### src/rtl/mem_arb_pkg.sv
`default_nettype none
// ============================================================================
//  Module   : mem_arb_pkg
//  Purpose  : Shared types and constants for the two-port memory arbiter.
//  Revision : 1.0 - initial release
// ============================================================================
package mem_arb_pkg;

    // Arbiter FSM encoding
    typedef logic [1:0] state_t;
    localparam state_t ST_IDLE   = 2'd0;
    localparam state_t ST_ACCESS = 2'd1;
    localparam state_t ST_DONE   = 2'd2;
    localparam state_t ST_ERR    = 2'd3;

    // Requester identifiers
    localparam logic OWN_CORE = 1'b0;
    localparam logic OWN_DBG  = 1'b1;

    // Width of the ACCESS-cycle counter; at least one bit even when LAT is 1
    function automatic int cnt_width(input int lat);
        return (lat <= 1) ? 1 : $clog2(lat);
    endfunction

endpackage
`default_nettype wire

### src/rtl/mem_arbiter_rr_arb2.sv
`default_nettype none
// ============================================================================
//  Module   : rr_arb2
//  Purpose  : Two-way round-robin picker. A lone requester always wins; on a
//             tie the requester that did not win last time is picked. The
//             history only advances when the caller accepts the grant.
//  Revision : 1.0 - initial release
// ============================================================================
module rr_arb2
    import mem_arb_pkg::*;
(
    input  logic       clk,
    input  logic       rst,
    input  logic [1:0] req_i,
    input  logic       grant_en_i,
    output logic       gnt_valid_o,
    output logic       gnt_id_o
);

    logic rr_last_q;

    // Pick the winner from the current requests and the last winner
    always_comb begin
        gnt_valid_o = |req_i;
        gnt_id_o    = OWN_CORE;
        if (req_i == 2'b10) begin
            gnt_id_o = OWN_DBG;
        end else if (req_i == 2'b11) begin
            gnt_id_o = ~rr_last_q;
        end
    end

    // Remember the last accepted winner; reset favours the core on the first tie
    always_ff @(posedge clk) begin
        if (rst) begin
            rr_last_q <= OWN_DBG;
        end else if (grant_en_i && gnt_valid_o) begin
            rr_last_q <= gnt_id_o;
        end
    end

endmodule
`default_nettype wire

### src/rtl/mem_arbiter.sv
`default_nettype none
// ============================================================================
//  Module   : mem_arbiter
//  Purpose  : Serialises core and loader/debug accesses onto one shared
//             word-addressed memory with req/ack handshakes, round-robin
//             priority on contention and a misaligned-address error path.
//  Revision : 1.0 - initial release
// ============================================================================
module mem_arbiter
    import mem_arb_pkg::*;
#(
    parameter int LAT = 1,
    parameter int AW  = 32,
    parameter int DW  = 32
) (
    input  logic          clk,
    input  logic          rst,
    // core port
    input  logic          c_req,
    input  logic          c_we,
    input  logic [AW-1:0] c_addr,
    input  logic [DW-1:0] c_wdata,
    output logic          c_ack,
    output logic          c_err,
    output logic [DW-1:0] c_rdata,
    // loader / debug port
    input  logic          d_req,
    input  logic          d_we,
    input  logic [AW-1:0] d_addr,
    input  logic [DW-1:0] d_wdata,
    output logic          d_ack,
    output logic          d_err,
    output logic [DW-1:0] d_rdata,
    // memory side
    output logic [AW-1:0] mem_addr,
    output logic [DW-1:0] mem_wdata,
    output logic          mem_read,
    output logic          mem_write,
    input  logic [DW-1:0] mem_rdata
);

    localparam int            CW       = cnt_width(LAT);
    localparam logic [CW-1:0] CNT_LAST = CW'(LAT - 1);

    state_t        state_q,   state_d;
    logic [CW-1:0] cnt_q,     cnt_d;
    logic          own_q,     own_d;
    logic          we_q,      we_d;
    logic [AW-1:0] addr_q,    addr_d;
    logic [DW-1:0] wdata_q,   wdata_d;
    logic [DW-1:0] c_rdata_q, c_rdata_d;
    logic [DW-1:0] d_rdata_q, d_rdata_d;

    logic          w_grant_en;
    logic          w_gnt_valid;
    logic          w_gnt_id;
    logic          w_sel_we;
    logic [AW-1:0] w_sel_addr;
    logic [DW-1:0] w_sel_wdata;
    logic          w_access;
    logic          w_last;
    logic          w_resp;

    // Arbitration is only meaningful while the FSM is waiting for work
    assign w_grant_en = (state_q == ST_IDLE);

    rr_arb2 u_rr_arb2 (
        .clk         (clk),
        .rst         (rst),
        .req_i       ({d_req, c_req}),
        .grant_en_i  (w_grant_en),
        .gnt_valid_o (w_gnt_valid),
        .gnt_id_o    (w_gnt_id)
    );

    // Steer the winning requester's command toward the latch
    always_comb begin
        w_sel_we    = c_we;
        w_sel_addr  = c_addr;
        w_sel_wdata = c_wdata;
        if (w_gnt_id == OWN_DBG) begin
            w_sel_we    = d_we;
            w_sel_addr  = d_addr;
            w_sel_wdata = d_wdata;
        end
    end

    // Next-state logic: grant and latch, count ACCESS cycles, respond, return
    always_comb begin
        state_d   = state_q;
        cnt_d     = cnt_q;
        own_d     = own_q;
        we_d      = we_q;
        addr_d    = addr_q;
        wdata_d   = wdata_q;
        c_rdata_d = c_rdata_q;
        d_rdata_d = d_rdata_q;
        case (state_q)
            ST_IDLE: begin
                if (w_gnt_valid) begin
                    own_d   = w_gnt_id;
                    we_d    = w_sel_we;
                    addr_d  = w_sel_addr;
                    wdata_d = w_sel_wdata;
                    cnt_d   = '0;
                    state_d = (|w_sel_addr[1:0]) ? ST_ERR : ST_ACCESS;
                end
            end
            ST_ACCESS: begin
                if (cnt_q == CNT_LAST) begin
                    // Only the owner's read buffer is touched, and only on reads
                    if (!we_q) begin
                        if (own_q == OWN_DBG) begin
                            d_rdata_d = mem_rdata;
                        end else begin
                            c_rdata_d = mem_rdata;
                        end
                    end
                    state_d = ST_DONE;
                end else begin
                    cnt_d = cnt_q + 1'b1;
                end
            end
            ST_DONE: state_d = ST_IDLE;
            ST_ERR:  state_d = ST_IDLE;
            default: state_d = ST_IDLE;
        endcase
    end

    // State and latched-request registers
    always_ff @(posedge clk) begin
        if (rst) begin
            state_q   <= ST_IDLE;
            cnt_q     <= '0;
            own_q     <= OWN_CORE;
            we_q      <= 1'b0;
            addr_q    <= '0;
            wdata_q   <= '0;
            c_rdata_q <= '0;
            d_rdata_q <= '0;
        end else begin
            state_q   <= state_d;
            cnt_q     <= cnt_d;
            own_q     <= own_d;
            we_q      <= we_d;
            addr_q    <= addr_d;
            wdata_q   <= wdata_d;
            c_rdata_q <= c_rdata_d;
            d_rdata_q <= d_rdata_d;
        end
    end

    assign w_access = (state_q == ST_ACCESS);
    assign w_last   = (cnt_q == CNT_LAST);
    assign w_resp   = (state_q == ST_DONE) || (state_q == ST_ERR);

    // Enables are masked by reset so an abandoned write never reaches memory
    assign mem_addr  = addr_q;
    assign mem_wdata = wdata_q;
    assign mem_read  = ~rst & w_access & ~we_q;
    assign mem_write = ~rst & w_access & we_q & w_last;

    assign c_ack   = w_resp & (own_q == OWN_CORE);
    assign d_ack   = w_resp & (own_q == OWN_DBG);
    assign c_err   = (state_q == ST_ERR) & (own_q == OWN_CORE);
    assign d_err   = (state_q == ST_ERR) & (own_q == OWN_DBG);
    assign c_rdata = c_rdata_q;
    assign d_rdata = d_rdata_q;

endmodule
`default_nettype wire

### config.mk
export PLATFORM = sky130hd
export DESIGN_NAME = mem_arbiter
export DESIGN_NICKNAME = d
export VERILOG_FILES = /design/src/rtl/mem_arb_pkg.sv /design/src/rtl/mem_arbiter_rr_arb2.sv /design/src/rtl/mem_arbiter.sv
export SDC_FILE = /design/constraint.sdc
export NUM_CORES = 1
export LEC_CHECK = 0
export BUFFER_PORTS_ARGS = -buffer_cell sky130_fd_sc_hd__buf_4
export CAP_MARGIN = 5
export CELL_PAD_IN_SITES_DETAIL_PLACEMENT = 0
export CELL_PAD_IN_SITES_GLOBAL_PLACEMENT = 1
export CORE_ASPECT_RATIO = 0.8
export CORE_MARGIN = 2
export CORE_UTILIZATION = 31
export DETAILED_ROUTE_END_ITERATION = 10
export GPL_ROUTABILITY_DRIVEN = 1
export PLACE_DENSITY_LB_ADDON = 0.25
export SYNTH_ARGS = -nofsm -noshare
export SYNTH_HDL_FRONTEND = slang
export SYNTH_SLANG_ARGS = --single-unit
### constraint.sdc
create_clock -name clk -period 2 [get_ports clk]
set_input_delay 0.4 -clock clk [delete_from_list [all_inputs] [get_ports clk]]
set_output_delay 0.4 -clock clk [all_outputs]
set_load 0.05 [all_outputs]
### After elaboration in Yosys (flattened, before gate mapping)

Index checks and enable logic that the tools add are counted.

| cells by class | value |
|---|---|
| add/sub/neg operators | 1 |
| $mul | 0 |
| div/mod/pow operators | 0 |
| magnitude comparators | 0 |
| eq/ne operators | 7 |
| shift-type cells | 0 |
| muxes and demuxes | 12 |
| bitwise logic cells | 13 |
| reduce and logical (&&, ||, !) cells | 12 |

Operator list:

| operator | number |
|---|---|
| two-way mux 32 bit | 2 |
| AND 1 bit | 8 |
| == test 2 bit, second input constant | 4 |
| AND reduction 4 bit | 2 |
| two-way mux 2 bit | 3 |
| one-hot mux 2 bit (3 select lines) | 1 |
| AND reduction 2 bit | 3 |
| OR reduction 2 bit | 3 |
| two-way mux 1 bit | 5 |
| inverter 1 bit | 5 |
| inequality test 2 bit, second input constant | 2 |
| == test 2 x 1 -> 1 bit, second input constant | 1 |
| zero test 2 bit | 1 |
| one-hot mux 1 bit (2 select lines) | 1 |
| nonzero test 2 bit | 1 |
| adder 1 bit, second input constant | 1 |
| logical AND 1 bit | 1 |
| logical OR 1 bit | 1 |

| word-level totals | value |
|---|---|
| flip-flop bits (word level) | 134 |
| bits in latches | 0 |
| bits in writable memories | 0 |
| ROM bits | 0 |
| output and inout bits | 134 |
| memories | 0 |

### Logic depth before layout (Yosys ltp)

| depth | value |
|---|---|
| word-level depth | 8 |
| mapped depth | 6 |
| depth with buffers taken out | 3 |

### Cells and area by module

From an unflattened synthesis, not the netlist that was laid out.

| unflattened totals | value |
|---|---|
| cells, all modules | 601 |
| area total of the unflattened synthesis | 5,371.4 um^2 |

Modules (own cells, without submodules):

| module | times used | cells each | area an instance (um^2) | seq. area each (um^2) |
|---|---|---|---|---|
| mem_arbiter | 1 | 595 | 5,315.1 | 2,642.5 |
| rr_arb2 | 1 | 6 | 56.3 | 20.0 |

### Worst setup path before layout

No wires, ideal clock.

| timing path | value |
|---|---|
| path type | register to output |
| from | register state_q[0] |
| to | output port mem_read |
| arrival time | 1.673 ns |
| data required time | 1.600 ns |
| slack | -0.073 ns |
| stages on the path, launching flop included | 6 |
| path buffers | 2 |
| cell sequence | dfxtp_1 -> buf_4 -> inv_2 -> buf_2 -> or3_1 -> nor2_1 |

| on the way | value |
|---|---|
| word-level cells in the longest chain between the ends | 3 |

RTL lines:

| what | RTL line | text |
|---|---|---|
| from (decl) | mem_arbiter.sv:45 | `state_t state_q, state_d;` |
| from (signal assigned) | mem_arbiter.sv:142 | `state_q <= state_d;` |
| == test 2 x 1 -> 1 bit | mem_arbiter.sv:153 | `assign w_access = (state_q == ST_ACCESS);` |
| AND 1 bit (2 in a row) | mem_arbiter.sv:160 | `assign mem_read = ~rst & w_access & ~we_q;` |
| to (decl) | mem_arbiter.sv:37 | `output logic mem_read,` |

Every way passes these cells.

### Worst setup path after layout

| timing path | value |
|---|---|
| from | register state_q[0] |
| to | output port mem_write |

| on the way | value |
|---|---|
| word-level cells in the longest chain between the ends | 4 |

RTL lines:

| what | RTL line | text |
|---|---|---|
| == test 2 x 1 -> 1 bit | mem_arbiter.sv:153 |  |
| AND 1 bit (3 in a row) | mem_arbiter.sv:161 | `assign mem_write = ~rst & w_access & we_q & w_last;` |
| to (decl) | mem_arbiter.sv:38 | `output logic mem_write,` |

Every way passes these cells.

==> impl_summary.txt <==
----------------------------------------------------
[Power]
  Max IR drop VDD ... 0.441 mV
  Power consumption ... 8.89 mW
  Total power density per cell area ... 1030 nW/um^2
  P_leak ... 3.70 nW

[Placement]
  Final weighted congestion in routability-driven placement ... 0.772
  Instance area after placement ... 8030 um^2
  Count of input and output buffers ... 299
  Sum of net half-perimeters after detailed placement ... 13100 um

[Final layout]
  Area growth from synthesis to layout ... 53.8%
  Commonest cells after routing, fill and taps aside ... 307 x sky130_fd_sc_hd__buf_4, 240 x sky130_fd_sc_hd__nand2_1, 133 x sky130_fd_sc_hd__dfxtp_1
  Number of nets in the final layout ... 1112
  Filler instances ... 1822
  Diodes inserted ... 0
  Share of cells above drive strength 1 ... 42.1%
  Most common cell after layout, fill and taps aside ... sky130_fd_sc_hd__buf_4
  Final Cell Area ... 8660 um^2

[Die]
  Total die area ... 19300 um^2
  Number of cell rows ... 44
  Die extent in y ... 125 um
  Starting utilization of the core area ... 31.4%
  Floorplan Core Area ... 17900 um^2
  I/O pin cnt ... 300
  Chip width ... 155 um

[Synth]
  Most used DFF post-synth ... sky130_fd_sc_hd__dfxtp_1
  Share of the synthesized area in the top cell type ... 47.3%
  Synth async-reset ratio ... 0%
  Post-synthesis instance total ... 680
  Number of enable-type register cells in the synthesized netlist ... 0
  Dominant cells by area after synthesis ... sky130_fd_sc_hd__dfxtp_1 47%, sky130_fd_sc_hd__nand2_1 16%, sky130_fd_sc_hd__a21oi_1 12%, sky130_fd_sc_hd__a311oi_2 8.0%, sky130_fd_sc_hd__a311oi_1 5.4%
  Count of different cell masters after synthesis ... 30
  Number of register bits inferred by synthesis ... 133
  Mapped cell area ... 5630 um^2
  Yosys Warn Count ... 0
  Adder-cell share of the synthesized area ... 0%
  Dominant cell type by area after synthesis ... sky130_fd_sc_hd__dfxtp_1
  Compound-Gate Fraction of Synth Area ... 26.0%
  Combinational family with the most area after synthesis ... compound AO/OA/AOI/OAI gates
  Multiplexer fraction of the synthesized cell area ... 0%
  Post-synthesis simple-gate area fraction ... 20.1%
  Mapped Avg Cell Area ... 8.28 um^2
  Part of the Yosys area used for sequential elements ... 47.3%
  Net count after synthesis ... 846
  Synth Area in XOR/XNOR ... 0%

[Timing]
  Setup violation total in the final timing report ... 0
  Maximum clock frequency ... 526 MHz
  Worst-case headroom to the max-slew limit ... 47.9%
  Count of endpoints failing hold in the final timing report ... 0
  Setup repair after global routing missed its margin ... no
  Max-slew violations ... 0
  Total Negative Setup Slacks ... 0 ns
  Hold slack ... 0.226 ns
  Transition time at the pin with the least slew margin ... 0.782 ns
  Clock Skew ... 0.0102 ns
  Part of the cycle the worst path needs ... 95.0%
  Tmin final ... 1.90 ns

[Route]
  Post-detailed-route via-to-cell ratio ... 4.87
  Average wire length per cell after detail routing ... 16.6 um
  Number of routed nets with antenna violations ... 0
  Total number of vias ... 5786
  DRT Wirelength ... 19800 um
  Count of unresolved DRC violations after routing ... 0
  Iter 0 DRT Violations ... 286
  Number of iterations in the first detailed-routing pass ... 4

[Worst setup path]
  Type of the worst setup path ... register to output pin
  Crit path arrival time ... 1.50 ns
  Kind of end point of the critical path ... output pin
  Delay of the slowest cell on the worst path ... 0.38 ns
  Critical path fanouts, max ... 3
  Chain of cells forming the critical path ... inv_2 -> or3_4 -> nor2_1 -> buf_4
  Data required time at the worst endpoint ... 1.60 ns
  Highest-delay cell along the critical path ... sky130_fd_sc_hd__or3_4
  Crit path launch type ... register

[GRT]
  Maximum number of pins on one net before global-route repair ... 134
  Congestion Overflow GR ... 0
  Initial antenna violation count ... 0
  Wire length of the first global-routing pass ... 31000 um
  GR Util All Layers ... 20.3%
  Number of global-route vias before repair ... 5754

[Status]
  Result of the run ... finished, final reports clean

[Clock network]
  Buffer depth of the longest clock path ... 2
  Worst skew pair latency ... 0.42 ns
  Setup Fix Bufs, Post-CTS ... 0
  Number of H-tree levels ... 4
  Cell at the root of the clock tree ... sky130_fd_sc_hd__clkbuf_16
  Clock-pin slew of the registers on the worst-case setup and hold paths ... 0.06 ns
  TritonCTS Sinks ... 133
  CTS tree ... yes
  TritonCTS Buffers ... 17

[Worst hold path]
  Worst min path class ... primary input to register

[Run]
  Number of violations of the max-capacitance limit ... 0

----------------------------------------------------
## where the power goes
part | total, mW | internal (mW) | switching, mW
registers | 3.05 | 2.90 | 0.151
logic | 2.54 | 0.879 | 1.66
clock network | 3.30 | 1.99 | 1.31
## Yosys cell counts (2+ instances only)
| library cell | count |
|---|---|
| sky130_fd_sc_hd__buf_2 | 25 |
| sky130_fd_sc_hd__nor3_1 | 3 |
| sky130_fd_sc_hd__buf_6 | 6 |
| sky130_fd_sc_hd__nand2_2 | 19 |
| sky130_fd_sc_hd__a21oi_1 | 130 |
| sky130_fd_sc_hd__o21ai_0 | 2 |
| sky130_fd_sc_hd__a311oi_1 | 35 |
| sky130_fd_sc_hd__nor2_1 | 4 |
| sky130_fd_sc_hd__nand2_1 | 240 |
| sky130_fd_sc_hd__buf_4 | 9 |
| sky130_fd_sc_hd__dfxtp_1 | 133 |
| sky130_fd_sc_hd__clkbuf_1 | 27 |
| sky130_fd_sc_hd__a311oi_2 | 30 |
## logic make-up after synthesis
logic type,Yosys count
and+or+nand+nor,276
AOI/OAI and AO/OA,202
buffers and inverters,69
DFF,133
## final cells by class
cell class / count / area, um^2 / share of cell area (%)
Clock buffer: 17 / 425 / 4.91
Sequential cell: 133 / 2660 / 30.7
Timing Repair Buffer: 314 / 2440 / 28.1
Tap cell: 230 / 288 / 3.32
Clock inverter: 15 / 195 / 2.25
Multi-Input combinational cell: 478 / 2650 / 30.5
Inverter: 2 / 7.51 / 0.0867
## worst paths after layout
path | slack (ns) | start | cells after the start | end
worst min register to register | 0.45 | d_rdata[16] | 2 | d_rdata[16]
worst min-delay path | 0.23 | mem_rdata[2] | 3 | d_rdata[2]
worst max register to register | 0.40 | we_q | 4 | c_rdata[9]
worst max-delay path | 0.1 | state_q[0] | 4 | mem_write
## per-stage QoR
stage	cells	worst slack, ns	util, %
after floorplan	680	-0.0735	-
after global placement	1157	0.395	44.7
after detailed placement	1157	0.347	44.7
after CTS	1189	0.0372	48.2
after global routing	1189	0.0211	48.3
final	1189	0.0991	48.3
## state kept, by name, summed over array words and instances, names as in the netlist
| signal | cells |
|---|---|
| c_rdata | 32 |
| d_rdata | 32 |
| mem_addr | 32 |
| mem_wdata | 32 |
| state_q | 2 |
| own_q | 1 |
| u_rr_arb2.rr_last_q | 1 |
| we_q | 1 |
## repair_timing
action,CTS,global route
gates resized for setup,0,3
hold buffers,0,0
setup endpoints to repair,0,2
## critical path, delay by kind of cell, from the launching register on
family                 cells  cell delay [ns]
AND/OR/NAND/NOR            2             0.48
buffers and inverters      2             0.26
flip-flops                 1             0.36
## routing by layer
| layer | part of all wire [%] | wire [um] | global-route usage, % | up-vias |
|---|---|---|---|---|
| met2 | 46 | 9060 | 32.1 | 204 |
| met4 | 2.3 | 451 | 6.97 | 0 |
| met5 | 0 | 0 | 0 | - |
| met3 | 8.2 | 1620 | 8.32 | 27 |
| li1 | - | - | - | 2890 |
| met1 | 44 | 8630 | 25.0 | 2665 |
(Power assumes the default switching activity.)
